**config.mk**
```make
export PLATFORM = sky130hd
export DESIGN_NAME = mult_div_unit
export DESIGN_NICKNAME = d
export VERILOG_FILES = /design/src/rtl/mult_div_unit.sv
export SDC_FILE = /design/constraint.sdc
export NUM_CORES = 1
export LEC_CHECK = 0
export CORE_MARGIN = 2
export CORE_UTILIZATION = 45
export DETAILED_ROUTE_END_ITERATION = 6
export GPL_TIMING_DRIVEN = 0
export PLACE_DENSITY = 0.62
export SLEW_MARGIN = 0
export SYNTH_ARGS = -nofsm -noshare
export SYNTH_HDL_FRONTEND = slang
export SYNTH_SLANG_ARGS = --single-unit
```
**constraint.sdc**
```tcl
create_clock -name Clk -period 10.92 [get_ports Clk]
set_input_delay 1.092 -clock Clk [delete_from_list [all_inputs] [get_ports Clk]]
set_output_delay 1.092 -clock Clk [all_outputs]
set_load 0.02 [all_outputs]
```
**src/rtl/mult_div_unit.sv**
```systemverilog
// Iterative multiply/divide unit: radix-2 shift-add multiply and restoring divide on
// operand magnitudes, with a final sign-fix cycle before HI/LO are written.
module mult_div_unit #(
  parameter int WIDTH = 32
) (
  input  logic             Clk,
  input  logic             reset,
  input  logic             start,
  input  logic [1:0]       op,
  input  logic [WIDTH-1:0] A,
  input  logic [WIDTH-1:0] B,
  output logic             busy,
  output logic             done,
  output logic             div_by_zero,
  output logic [WIDTH-1:0] HI,
  output logic [WIDTH-1:0] LO
);

  typedef enum logic [1:0] {
    S_IDLE = 2'd0,
    S_RUN  = 2'd1,
    S_FIX  = 2'd2,
    S_DONE = 2'd3
  } state_t;

  localparam int CW = $clog2(WIDTH + 1);
  localparam logic [CW-1:0]        CNT_LAST = CW'(WIDTH - 1);
  localparam logic [CW-1:0]        CNT_ONE  = {{(CW-1){1'b0}}, 1'b1};
  localparam logic [WIDTH-1:0]     ONE_W    = {{(WIDTH-1){1'b0}}, 1'b1};
  localparam logic [2*WIDTH-1:0]   ONE_2W   = {{(2*WIDTH-1){1'b0}}, 1'b1};

  function automatic logic [WIDTH-1:0] neg_w(input logic [WIDTH-1:0] v);
    return ~v + ONE_W;
  endfunction

  function automatic logic [2*WIDTH-1:0] neg_2w(input logic [2*WIDTH-1:0] v);
    return ~v + ONE_2W;
  endfunction

  state_t               r_state;
  state_t               w_next_state;
  logic                 r_is_div;
  logic                 r_neg_res;
  logic                 r_neg_rem;
  logic [WIDTH-1:0]     r_opb;
  logic [2*WIDTH-1:0]   r_acc;
  logic [WIDTH-1:0]     r_rem;
  logic [CW-1:0]        r_cnt;

  logic                 w_signed;
  logic                 w_dbz;
  logic [WIDTH-1:0]     w_mag_a;
  logic [WIDTH-1:0]     w_mag_b;
  logic [WIDTH-1:0]     w_mul_add;
  logic [WIDTH:0]       w_mul_sum;
  logic [WIDTH:0]       w_shift;
  logic [WIDTH:0]       w_diff;
  logic                 w_ge;

  assign w_signed  = ~op[0];
  assign w_dbz     = op[1] & (B == {WIDTH{1'b0}});
  assign w_mag_a   = (w_signed & A[WIDTH-1]) ? neg_w(A) : A;
  assign w_mag_b   = (w_signed & B[WIDTH-1]) ? neg_w(B) : B;
  assign w_mul_add = r_acc[0] ? r_opb : {WIDTH{1'b0}};
  assign w_mul_sum = {1'b0, r_acc[2*WIDTH-1:WIDTH]} + {1'b0, w_mul_add};
  // Remainder stays below the divisor, so the top bit of the difference is the borrow.
  assign w_shift   = {r_rem, r_acc[WIDTH-1]};
  assign w_diff    = w_shift - {1'b0, r_opb};
  assign w_ge      = ~w_diff[WIDTH];

  always_ff @(posedge Clk or posedge reset) begin
    if (reset) r_state <= S_IDLE;
    else       r_state <= w_next_state;
  end

  always_comb begin
    w_next_state = r_state;
    case (r_state)
      S_IDLE: begin
        if (start) w_next_state = w_dbz ? S_DONE : S_RUN;
        else       w_next_state = S_IDLE;
      end
      S_RUN: begin
        if (r_cnt == CNT_LAST) w_next_state = S_FIX;
        else                   w_next_state = S_RUN;
      end
      S_FIX:   w_next_state = S_DONE;
      S_DONE:  w_next_state = S_IDLE;
      default: w_next_state = S_IDLE;
    endcase
  end

  always_ff @(posedge Clk or posedge reset) begin
    if (reset) begin
      busy        <= 1'b0;
      done        <= 1'b0;
      div_by_zero <= 1'b0;
    end else begin
      busy        <= (w_next_state == S_RUN) | (w_next_state == S_FIX);
      done        <= (w_next_state == S_DONE);
      div_by_zero <= (r_state == S_IDLE) & start & w_dbz;
    end
  end

  // For multiply r_opb is the multiplicand; for divide it is the divisor.
  always_ff @(posedge Clk or posedge reset) begin
    if (reset) begin
      r_is_div  <= 1'b0;
      r_neg_res <= 1'b0;
      r_neg_rem <= 1'b0;
      r_opb     <= {WIDTH{1'b0}};
      r_acc     <= {(2*WIDTH){1'b0}};
      r_rem     <= {WIDTH{1'b0}};
      r_cnt     <= {CW{1'b0}};
      HI        <= {WIDTH{1'b0}};
      LO        <= {WIDTH{1'b0}};
    end else begin
      case (r_state)
        S_IDLE: begin
          if (start) begin
            r_is_div  <= op[1];
            r_neg_res <= w_signed & (A[WIDTH-1] ^ B[WIDTH-1]);
            r_neg_rem <= w_signed & A[WIDTH-1];
            r_rem     <= {WIDTH{1'b0}};
            r_cnt     <= {CW{1'b0}};
            if (op[1]) begin
              r_opb <= w_mag_b;
              r_acc <= {{WIDTH{1'b0}}, w_mag_a};
            end else begin
              r_opb <= w_mag_a;
              r_acc <= {{WIDTH{1'b0}}, w_mag_b};
            end
            if (w_dbz) begin
              HI <= A;
              LO <= {WIDTH{1'b1}};
            end
          end
        end
        S_RUN: begin
          r_cnt <= r_cnt + CNT_ONE;
          if (r_is_div) begin
            r_rem <= w_ge ? w_diff[WIDTH-1:0] : w_shift[WIDTH-1:0];
            r_acc <= {r_acc[2*WIDTH-1:WIDTH], r_acc[WIDTH-2:0], w_ge};
          end else begin
            r_acc <= {w_mul_sum, r_acc[WIDTH-1:1]};
          end
        end
        S_FIX: begin
          if (r_is_div) begin
            LO <= r_neg_res ? neg_w(r_acc[WIDTH-1:0]) : r_acc[WIDTH-1:0];
            HI <= r_neg_rem ? neg_w(r_rem) : r_rem;
          end else begin
            {HI, LO} <= r_neg_res ? neg_2w(r_acc) : r_acc;
          end
        end
        S_DONE: begin
          r_cnt <= {CW{1'b0}};
        end
        default: begin
          r_cnt <= {CW{1'b0}};
        end
      endcase
    end
  end

endmodule

```
# == After elaboration in Yosys (flattened, before gate mapping) ==
# Index checks and enable logic that the tools add are counted.
# Widths: inputs -> output; s select.
# word_totals
input_bits,69
out_inout_bits,67
reg_bits,206
word_cells,88
# op_classes
n_mux,29
n_addsub,8
reduce_logical,11
bitwise,15
eq_ne,11
# op_table
cell,n
$mux 32,16
$mux 64,3
$pmux 32 s2,3
$add 32x1->32 const B,4
$not 32->32,4
$pmux 64 s2,1
$add 64x1->64 const B,1
$not 64->64,1
$add 32x32->33,1
$sub 33x32->33,1
$logic_not 32->1,1
$pmux 6 s3,1
$reduce_and 3->1,3
$eq 2x2->1 const B,4
$ne 2x2->1 const B,4
$pmux 2 s4,1
$add 6x1->6 const B,1
$and 1x1->1,6
$eq 6x5->1 const B,1
$mux 2,3
$mux 6,1
$reduce_and 2->1,3
$eq 2x1->1 const B,2
$reduce_bool 2->1,2
other kinds (5),6

# == Depth between registers and ports, before layout ==
# Gate-level depths: netlist (run 1).
# depth
ltp_word,7
ltp_mapped,13
depth_no_buf,13

# == Worst setup path after synthesis (run 1) ==
# Ideal clock, no wire load.
# synth_path
path_kind,input port to flip-flop
startpoint,input port B[5]
endpoint,register busy
required_time_ns,10.794
path_buffers,2
t_arrival_ns,3.925
cell_stages,9
setup_time_ns,0.126
path_slack_ns,6.869
path_cell_list,nor4_1 -> nand4_1 -> or4_1 -> nor3_1 -> and3_1 -> clkbuf_1 -> clkbuf_1 -> a211o_1 -> ha_1
# synth_via
elab_chain_len,7
word_cells_on_any_way,8
# synth_rtl
element,line_no,text
from (decl),11,"input logic [WIDTH-1:0] B,"
$logic_not 32->1 (*),61,assign w_dbz = op[1] & (B == {WIDTH{1'b0}});
$and 1x1->1 (*),61,
$mux 2 (*) (2 in series),80,if (start) w_next_state = w_dbz ? S_DONE : S_RUN;
$pmux 2 s4 (*),78,case (r_state)
named net w_next_state[1],41,state_t w_next_state;
$eq 2x1->1 or $eq 2x2->1 (tied branches),99,busy <= (w_next_state == S_RUN) | (w_next_state == S_FIX);
$or 1x1->1 (*),99,
to (signal assigned),99,
to (decl),12,"output logic busy,"
# The timed path passes the listed nets; every way through them passes the cells marked *.
# A chain may end at the register's enable or synchronous reset.

# == Final worst setup path (run 1) ==
# layout_path
startpoint,input port B[3]
endpoint,register busy
# Same word-level chain as after synthesis.

==> results of run 1 <==
-- area by class of cell --
cell class | count | area [um2] | share of cell area [%]
Antenna cell | 1 | 2.50 | 0.0131
Buffer | 113 | 448 | 2.34
Clock buffer | 34 | 742 | 3.87
Clock inverter | 14 | 210 | 1.10
Inverter | 66 | 255 | 1.33
Multi-Input combinational cell | 1630 | 10400 | 54.2
Sequential cell | 206 | 5150 | 26.9
Tap cell | 461 | 577 | 3.01
Timing Repair Buffer | 136 | 1380 | 7.20
-- cell usage in the layout (no fill, tap or decap), types with 22 or more instances in the layout --
| cell | instances |
|---|---|
| dfrtp_1 | 206 |
| or4_1 | 22 |
| o211ai_1 | 32 |
| clkbuf_1 | 100 |
| mux2i_1 | 95 |
| clkdlybuf4s50_1 | 135 |
| ha_1 | 70 |
| o41ai_1 | 22 |
| a21oi_1 | 157 |
| nor2_1 | 158 |
| nand3_1 | 30 |
| nor3_1 | 40 |
| o21ai_0 | 272 |
| nand2b_1 | 22 |
| clkbuf_16 | 27 |
| o31ai_1 | 37 |
| nand2_1 | 243 |
| xor2_1 | 100 |
| xnor2_1 | 103 |
| inv_1 | 65 |
-- metal layers --
metal,part of all wire (%),wire length (um),up-vias,track usage [%]
met5,0,0,-,0
met4,3.6,2180,0,10.6
met3,5.6,3380,103,4.05
met2,49,29500,510,55.8
met1,42,25300,7584,39.2
li1,-,-,7551,-
-- worst max-delay path, delay by kind of cell --
family | cells | cell delay, ns
AO/OA/AOI/OAI | 1 | 0.20
buffers and inverters | 3 | 1.68
AND/OR/NAND/NOR | 5 | 2.89
adder cells (fa/ha/maj) | 1 | 0.23
-- power groups by stage --
stage	clock network, mW	registers, mW	logic (mW)
floorplan	0	1.44	2.07
global placement	0	1.44	3.02
detailed placement	0	1.44	3.07
CTS	0.968	1.43	3.08
global route	1.00	1.49	3.41
finish	0.956	1.44	3.11
-- cells in the mapped netlist (30+ instances only) --
library cell and instances:
a21oi_1 157, clkbuf_1 97, dfrtp_1 206, ha_1 70, inv_1 66, mux2i_1 95, nand2_1 243, nand3_1 30
nor2_1 158, nor3_1 40, o211ai_1 32, o21ai_0 272, o31ai_1 37, xnor2_1 103, xor2_1 100
-- final timing paths --
kind	start	cells after the start	slack [ns]	to
hold reg to reg	r_opb[17]	2	0.50	r_opb[17]
setup reg to reg	r_acc[31]	13	5.48	r_rem[29]
max in group asynchronous	reset	3	8.85	HI[26]
setup / recovery	B[3]	10	5.24	busy
hold / removal	r_opb[17]	2	0.50	r_opb[17]
min in group asynchronous	reset	2	1.01	r_cnt[3]
-- stage by stage --
step / cell area [um2] / util (%) / power, mW
4_1_cts: 19100 / 53.8 / 5.48
6_report: 19100 / 53.8 / 5.51
3_3_place_gp: 18200 / 51.1 / 4.46
3_5_place_dp: 18200 / 51.2 / 4.51
2_1_floorplan: 16200 / - / 3.52
5_1_grt: 19100 / 53.8 / 5.90
-- cells by family (layout without fill, tap and decap cells) --
group                      after synthesis  in the layout  synth area share, %
AOI/OAI and AO/OA                      638            638                 23.5
and+or+nand+nor                        615            615                 17.6
DFF                                    206            206                 31.8
xor gates and xnor gates               203            203                 11.0
buffers and inverters                  179            363                 4.29
muxes                                  102            102                 6.34
adders and majority gates               72             72                 5.64
other                                    0              1                    0
-- registers in the layout, summed over array words and instances, names as in the netlist --
register,cells
r_acc,64
r_state,2
div_by_zero,1
done,1
busy,1
r_neg_res,1
r_is_div,1
HI,32
r_neg_rem,1
r_rem,32
r_opb,32
LO,32
r_cnt,6
==> flow_summary_export.csv, run 1 <==
group,metric,value,unit
timing,tightest_slew,1.15,ns
cells_and_area,final_cells,2661,
synth,synthTopCellsByArea,"dfrtp_1, o21ai_0, mux2i_1",
synth,synth_top_area_share,31.8,%
cells_and_area,drive_above_1_share,3.82,%
min_path,worstHoldPathType,"reg2reg",
run,cap_violations,0,
power_and_ir_drop,switching_share,46.5,%
grt,antenna_found_initial,1,
timing,max-slew-margin-rel,22.9,%
placement,dp_worst_setup_slack,4.70,ns
clock_network,clockBufferDepth,3,
clock_network,postCtsSetupRepairBufs,0,
synth,netlist_area,16200,um2
timing,slew_violations,0,
grt,grt_pass1_vias,15500,
route,vias_per_cell,5.92,
cells_and_area,nets,2320,
placement,portBuffers,135,
timing,finClkSkew,0.0205,ns
route,drc_errors,0,
grt,grt-ovfl-total,0,
setup_path,cp_slowest_cell,"nor4_1",
route,drt_iter0_drc,993,
timing,rsz0062_at_grt,"no",
power_and_ir_drop,switchingPower,2.56,mW
power_and_ir_drop,p_clk_share,17.4,%
setup_path,crit_arrival,6.11,ns
floorplan,rows,69,
synth,yosys_warnings,0,
synth,synth-seq-area-share,31.8,%
clock_network,cts_sinks,206,
route,routed_wl,60400,um
floorplan,die_y,194,um
cells_and_area,final.fill_count,3430,
power_and_ir_drop,p_leak,7.88,nW
floorplan,die_w,194,um
route,ant_nets,0,
floorplan,initial_core_util,45.6,%
synth,synth-async-reset-ratio,100,%
synth,postSynthCellCount,2015,
grt,grt_pass1_wl,91700,um
timing,fmax,0.176,GHz
route,vias,15700,
timing,finalHoldViolations,0,
placement,gp_congestion,0.963,
setup_path,max_stage_delay,0.99,ns
timing,period_share,52.0,%
floorplan,die_area,37600,um2
synth,syn_nets,2156,
timing,setup_viol,0,
clock_network,clk_latency,0.55,ns
clock_network,cts_tree,"built",
synth,synthFlopType,"dfrtp_1",
synth,yosysUniqueCellTypes,68,
clock_network,cts_root_buf,"clkbuf_16",
grt,grt_usage,31.4,%
timing,fin_tns_setup,0,ns
setup_path,cp.required,11.35,ns
setup_path,cpMostUsedCell,"clkbuf_1",
clock_network,htree_levels,1,
timing,setup_ws,5.24,ns
synth,synth_edf_count,0,
floorplan,num_io_pins,136,
timing,post-route-min-period,5.68,ns
clock_network,cts_resized,0,
floorplan,coreArea,35600,um2
clock_network,postCtsHoldBufs,0,
clock_network,clk_pin_slew,0.06,ns
synth,yosys.area.top_type,"dfrtp_1",
setup_path,crit_path_cell_trace,"clkdlybuf4s50_1 -> nor4_1 -> nand4_1 -> or4_1 -> nor3_1 -> and3_1 -> clkbuf_1 -> clkbuf_1 -> a211o_1 -> ha_1",
power_and_ir_drop,ir_drop,0.167,mV
route,first_pass_iters,6,
power_and_ir_drop,internal_power,2.95,mW
power_and_ir_drop,p_per_area,288,nW/um2
power_and_ir_drop,pwr-share-comb,56.4,%
setup_path,crit_path_max_fanout,10,
synth,syn_area_per_cell,8.05,um2
grt,grt_max_degree,120,
setup_path,cp-end-kind,"flip-flop",
timing,holdWs,0.496,ns
placement,placed_cells,2612,
status,status,"complete, no violations",
setup_path,cp-start-kind,"primary input",
synth,ys_ff_latch,206,
route,routedWlPerCell,22.7,um
cells_and_area,area_growth,18.0,%
power_and_ir_drop,pwr-share-seq,26.2,%
clock_network,cts-buffers-inserted,26,
placement,dp_hpwl,48300,um
setup_path,crit_type,"in2reg",
Note: power is estimated with default switching activity, not from simulation.
==> run 2: changes to the inputs <==
==> constraint.sdc (replaced) <==
create_clock -name Clk -period 5.8 [get_ports Clk]
set_input_delay 0.58 -clock Clk [delete_from_list [all_inputs] [get_ports Clk]]
set_output_delay 0.58 -clock Clk [all_outputs]
set_load 0.02 [all_outputs]
==> run 2 against run 1 <==
Effect of this change: clock power is 96% higher; first-iteration DRC count increased by 5.4%; non-clock buffer count increased by 5; count of clock-buffer cells in the layout rose by 2; routed wire length grew 0.60%; hold slack lost 0.17 ns; die area did not move; total power rose by 90%; sequential share of layout area is 0.18 points lower; critical path type is now reg2reg; largest cell class unchanged.
==> flow_summary_export.csv, run 2 (same netlist as run 1, synthesis figures left out) <==
group,metric,value,unit
setup_path,cp.required,6.26,ns
setup_path,crit_path_cell_trace,"inv_1 -> ha_1 -> fa_1 -> nor2b_1 -> o2111a_1 -> o211ai_1 -> a211oi_1 -> o21ai_0 -> a31oi_1 -> xor2_2 -> clkbuf_1 -> nand2_1 -> o21ai_0",
setup_path,regToRegStartpoint,"r_acc[31]",
timing,slew_violations,0,
floorplan,initial_core_util,45.6,%
run,cap_violations,0,
cells_and_area,nets,2325,
clock_network,cts_resized,0,
timing,tightest_slew,1.14,ns
cells_and_area,largest_reg_flops,64,
route,routedWlPerCell,22.8,um
timing,holdWs,0.327,ns
timing,post-route-min-period,5.19,ns
floorplan,num_io_pins,136,
timing,period_share,89.5,%
timing,fmax,0.193,GHz
timing,finClkSkew,0.0119,ns
setup_path,cpMostUsedCell,"o21ai_0",
route,first_pass_iters,5,
floorplan,rows,69,
floorplan,die_w,194,um
grt,grt-ovfl-total,0,
route,vias,15800,
clock_network,postCtsSetupRepairBufs,0,
placement,portBuffers,135,
cells_and_area,regMostFlops,"r_acc",
clock_network,cts-buffers-inserted,26,
setup_path,crit_arrival,5.65,ns
power_and_ir_drop,p_leak,7.94,nW
grt,grt_pass1_wl,92900,um
cells_and_area,final.fill_count,3461,
clock_network,cts_tree,"built",
route,ant_nets,0,
floorplan,die_area,37600,um2
setup_path,reg2reg_to,"r_rem[29]",
route,vias_per_cell,5.92,
grt,antenna_found_initial,2,
timing,finalHoldViolations,0,
grt,grt_usage,31.7,%
route,drt_iter0_drc,1047,
setup_path,max_stage_delay,0.67,ns
power_and_ir_drop,ir_drop,0.258,mV
clock_network,clk_pin_slew,0.06,ns
route,drc_errors,0,
setup_path,reg2regPathDepth,13,
power_and_ir_drop,p_per_area,542,nW/um2
clock_network,cts_sinks,206,
cells_and_area,area_growth,18.8,%
clock_network,cts_root_buf,"clkbuf_16",
timing,max-slew-margin-rel,23.2,%
placement,dp_hpwl,49000,um
cells_and_area,final_common_cell,"o21ai_0",
setup_path,cp_slowest_cell,"dfrtp_1",
grt,grt_max_degree,42,
placement,gp_congestion,0.939,
clock_network,htree_levels,1,
floorplan,coreArea,35600,um2
setup_path,cp-end-kind,"flip-flop",
min_path,worstHoldPathType,"in2async",
cells_and_area,final_cells,2666,
cells_and_area,final_cell_mix,"o21ai_0, nand2_1, dfrtp_1",
clock_network,clk_latency,0.55,ns
timing,setup_viol,0,
timing,setup_ws,0.610,ns
route,routed_wl,60700,um
timing,rsz0062_at_grt,"no",
placement,placed_cells,2617,
setup_path,rrSetupSlack,0.61,ns
setup_path,crit_path_max_fanout,10,
clock_network,clockBufferDepth,3,
timing,fin_tns_setup,0,ns
cells_and_area,drive_above_1_share,4.08,%
status,status,"complete, no violations",
setup_path,cp-start-kind,"flip-flop",
floorplan,die_y,194,um
clock_network,postCtsHoldBufs,0,
grt,grt_pass1_vias,15600,
placement,dp_worst_setup_slack,0.152,ns
setup_path,crit_type,"reg2reg",
## run 2: final cells by class
| cell class | instances | area (um2) | area share, % |
|---|---|---|---|
| Antenna cell | 1 | 2.50 | 0.0130 |
| Buffer | 113 | 448 | 2.32 |
| Clock buffer | 36 | 769 | 3.99 |
| Clock inverter | 12 | 213 | 1.10 |
| Inverter | 66 | 251 | 1.30 |
| Multi-Input combinational cell | 1630 | 10400 | 53.9 |
| Sequential cell | 206 | 5150 | 26.7 |
| Tap cell | 461 | 577 | 2.99 |
| Timing Repair Buffer | 141 | 1470 | 7.63 |
## run 2: stage by stage
step	power, mW	area (um2)	utilization [%]
2_1_floorplan	6.62	16200	-
3_3_place_gp	8.40	18200	51.1
3_5_place_dp	8.50	18300	51.4
4_1_cts	10.4	19300	54.2
5_1_grt	11.2	19300	54.2
6_report	10.5	19300	54.2
## run 2: worst max-delay path: cells and delay by family, from the launching register on
kind | cells | cell delay [ns]
XOR/XNOR | 1 | 0.62
AND/OR/NAND/NOR | 2 | 0.53
flip-flops | 1 | 0.67
buffers and inverters | 2 | 0.91
AO/OA/AOI/OAI | 6 | 1.63
adder cells (fa/ha/maj) | 2 | 0.69
## run 2: power breakdown
part / switching [mW] / total [mW] / internal, mW
Combinational: 3.45 / 5.86 / 2.41
Clock: 0.678 / 1.87 / 1.19
Sequential: 0.699 / 2.72 / 2.03
Total: 4.83 / 10.5 / 5.62
## run 2: worst max-delay path by stage
stage / startpoint / endpoint / slack (ns)
finish: r_acc[31] / r_rem[29] / 0.61
global route: r_acc[31] / r_rem[29] / 0.27
CTS: r_acc[31] / r_rem[29] / 0.39
detailed placement: B[3] / busy / 0.15
global placement: B[3] / busy / 0.23
floorplan: r_acc[31] / r_rem[12] / 2.15
## run 2: routing by layer
layer / global-route usage [%] / vias to the layer above / wire length (um)
met5: 0 / - / 0
met4: 11.4 / 0 / 2180
met3: 3.22 / 100 / 3100
met2: 55.8 / 481 / 29700
met1: 40.3 / 7624 / 25700
li1: - / 7566 / -
==> run 3: changes to the inputs <==
--- a/config.mk
+++ b/config.mk
@@ -10,6 +10,7 @@
 export DETAILED_ROUTE_END_ITERATION = 6
 export GPL_TIMING_DRIVEN = 0
 export PLACE_DENSITY = 0.62
+export SKIP_CTS_REPAIR_TIMING = 1
 export SLEW_MARGIN = 0
 export SYNTH_ARGS = -nofsm -noshare
 export SYNTH_HDL_FRONTEND = slang
==> results of run 3 <==
No change in the layout: final DEF, timing and power equal those of run 2.
==> patch 1 (flow settings as in run 3) <==
The parameter `WIDTH` goes from 32 to 16.
--- a/src/rtl/mult_div_unit.sv
+++ b/src/rtl/mult_div_unit.sv
@@ -1,7 +1,7 @@
 // Iterative multiply/divide unit: radix-2 shift-add multiply and restoring divide on
 // operand magnitudes, with a final sign-fix cycle before HI/LO are written.
 module mult_div_unit #(
-  parameter int WIDTH = 32
+  parameter int WIDTH = 16
 ) (
   input  logic             Clk,
   input  logic             reset,
Ports: changed (resized A, B, HI and LO); port bits go from 136 to 72. The function was not compared with the original's and may differ.
==> patch 1 against run 3 <==
- critical endpoint is now r_acc[0]
- setup slack improved by 1.8 ns
- total power decreased by 43%
- final area decreased by 49%
- via count decreased by 48%
- combinational power decreased by 36%
- routed wire length decreased by 54%
- area after synthesis decreased by 48%
- sequential cell count decreased by 97
==> patch 1: results (changes against run 3) <==
[grt]
grt_max_degree = 70  ; +67%

[sta]
max_freq_ghz = 0.298  ; +55%
fin_hold_ws_ns = 0.499  ; +0.172 ns

[setup_path]
worstRegToRegCells = 12  ; -1
critPathArrivalTime_ns = 3.57  ; -2.08 ns
r2r_setup_slack_ns = 2.45  ; +1.84 ns
r2r-end = r_acc[0]
startpoint = r_acc[15]

[run_status]
status = finished clean

[synth]
synth_common_cells = dfrtp_1 (109), o21ai_0 (108), nand2_1 (105)
synthAdderAreaFrac_pct = 6.24  ; +0.60 points
netlist_top_cells_area = dfrtp_1 (32%), o21ai_0 (6.4%), ha_1 (5.8%)
synthCells = 1030  ; -49%
synth_xor_area_share_pct = 9.22  ; -1.7 points

[cells_and_area]
regArea_sq_um = 2730  ; -47%
largest_reg_flops = 32  ; -50%
nonClockBufferCount = 129  ; -49%
inverters = 42  ; -36%
drive_above_1_share_pct = 3.85  ; -0.23 points
nNetsFinal = 1190  ; -49%
num_antenna_cells = 0  ; -1

[placed_design]
pre_cts_ws_ns = 2.27  ; +2.12 ns
gp_congestion = 0.944  ; +0.49%
numPortBuffers = 70  ; -48%

[detailed_routing]
avgRoutedWirePerCell_um = 20.6  ; -9.4%

[clock_network]
clockBufferDepth = 2  ; -1
clock_latency_ns = 0.36  ; -0.19 ns

[power_and_ir_drop]
p_per_area_nw_per_um2 = 604  ; +11%
total_power_mw = 5.93  ; -43%
intPower_mw = 3.04  ; -46%

[hold_path]
hold_class = flip-flop to flip-flop

[patch 1: cell types whose count changed in the layout (fill, tap and decap cells not counted), moves of 56 or more]
| cell | delta |
|---|---|
| o21ai_0 | -164 |
| clkbuf_1 | -56 |
| mux2i_1 | -57 |
| clkdlybuf4s50_1 | -65 |
| nor2_1 | -61 |
| nand2_1 | -138 |
| xnor2_1 | -64 |
| a21oi_1 | -85 |
| dfrtp_1 | -97 |
[patch 1: cells by family after synthesis]
kind of cell,count (synthesis)
fa+ha+maj,41
simple gates,333
mux,43
xor+xnor,89
compound gates,315
buf+inv,100
flops,109
[patch 1: per-layer routing]
layer,global-route usage (%),up-vias,routed length [um]
met5,0,-,0
met4,8.37,0,775
met3,6.28,48,2010
met2,46.1,293,13000
met1,38.1,3964,12100
li1,-,3882,-
[patch 1: worst min-delay path, stage by stage, from the launching register on]
cell and delay, ns:
dfrtp_1 0.35, nand2_1 0.05, o21ai_0 0.06
==> patch 2 (config.mk and constraints of run 3) <==
Made on the original files. Re-encode `state_t` (4 states) as Gray code, 2 bits wide.
--- a/src/rtl/mult_div_unit.sv
+++ b/src/rtl/mult_div_unit.sv
@@ -17,10 +17,10 @@
 );
 
   typedef enum logic [1:0] {
-    S_IDLE = 2'd0,
-    S_RUN  = 2'd1,
-    S_FIX  = 2'd2,
-    S_DONE = 2'd3
+    S_IDLE = 2'b00,
+    S_RUN  = 2'b01,
+    S_FIX  = 2'b11,
+    S_DONE = 2'b10
   } state_t;
 
   localparam int CW = $clog2(WIDTH + 1);
Check against the original RTL: no difference found for any inputs over 4 cycles, from zero or initial values and one cycle with reset high; so few cycles prove little.
==> patch 2 against run 3 <==
- synthesized cell count up 0.84%
- final area grew 0.62%
- utilization is 0.83 points lower
- critical endpoint is now r_acc[62]
- setup slack gained 1.0 ns
- largest cell class unchanged
- routed wire length rose by 11%
- sequential cell count shrank 1
- area after synthesis rose by 1.5%
- total power up 13%
- global-route usage grew 3.0 points
==> patch 2: results (changes against run 3) <==
[setup_path]
worstRegToRegCells = 14  ; +1
slowest_stage = a2111oi_0
critPathArrivalTime_ns = 4.60  ; -1.05 ns
slowest_delay_ns = 0.69  ; +0.02 ns
r2r_setup_slack_ns = 1.64  ; +1.03 ns

[grt]
grt_pass1_vias = 15700  ; +0.77%
grt_pass1_wl_um = 99600  ; +7.1%

[synth]
avgSynthCellArea_sq_um = 8.10  ; +0.61%
netlist_top_cells_area = dfrtp_1 (31%), o21ai_0 (7.5%), xnor2_1 (5.4%)
synth_nets = 2172  ; +0.74%

[placed_design]
dp.cells = 2639  ; +0.84%
pre_cts_ws_ns = 1.47  ; +1.32 ns
gp_congestion = 1.05  ; +12%
dpl.hpwl_um = 54000  ; +10%
placed_area_sq_um = 18500  ; +1.2%
numPortBuffers = 133  ; -1.5%

[detailed_routing]
drt_iter0_drc = 1643  ; +57%
avgViaCountPerCell = 6.19  ; +4.6%

[sta]
clock_skew_ns = 0.0196  ; +0.00778 ns
slew_headroom_pct = 33.0  ; +9.8 points
min_period_ns = 4.16  ; -1.03 ns

[cells_and_area]
final_cells = 2687  ; +0.79%
nNetsFinal = 2339  ; +0.60%
drive_above_1_share_pct = 3.97  ; -0.12 points
num_antenna_cells = 0  ; -1

[clock_network]
clock_latency_ns = 0.57  ; +0.02 ns

[run_status]
status = finished clean

[hold_path]
hold_class = primary input to flip-flop

## patch 2: cell types whose count changed in the layout (fill, tap and decap cells not counted), sizes merged, moves of 11 or more
cell / delta
o211ai: -11
nand2: -45
a21o: +12
a22oi: +12
mux2i: -20
a211oi: +25
clkbuf: +18
o21ai: -26
inv: +11
a221oi: +19
## patch 2: area by class of cell
type / count / area, sq um
fillers: 3516 / 17000
multi-input cells: 1615 / 10500
flip-flops and latches: 205 / 5130
repair buffers: 139 / 1450
clock buffers: 34 / 722
well taps: 468 / 586
plain buffers: 136 / 537
inverters: 76 / 289
clock inverters: 14 / 164
## patch 2: where the power goes
part / switching (mW) / internal (mW)
registers: 0.718 / 2.05
clock network: 0.705 / 1.01
logic: 4.48 / 2.80
## patch 2: layer usage
metal	share of wire, %	vias up	GRT usage (%)
met5	0	-	0
met4	5.8	0	17.4
met3	7.2	150	4.78
met2	46	729	56.8
met1	41	8068	45.1
li1	-	7681	-
## patch 2: worst paths after layout
kind,start,to
setup / recovery,r_acc[0],r_acc[62]
hold / removal,A[22],HI[22]
setup reg to reg,r_acc[0],r_acc[62]
max in group asynchronous,reset,r_rem[31]
min in group asynchronous,reset,LO[7]
hold reg to reg,r_opb[6],r_opb[6]
## patch 2: logic make-up after synthesis
family / count (synthesis) / share of synthesized area (%)
flip-flops: 205 / 31.2
multiplexers: 77 / 4.70
XOR/XNOR: 198 / 10.5
buffers and inverters: 212 / 4.99
AND/OR/NAND/NOR: 594 / 17.6
adder cells (fa/ha/maj): 71 / 5.49
AO/OA/AOI/OAI: 675 / 25.5
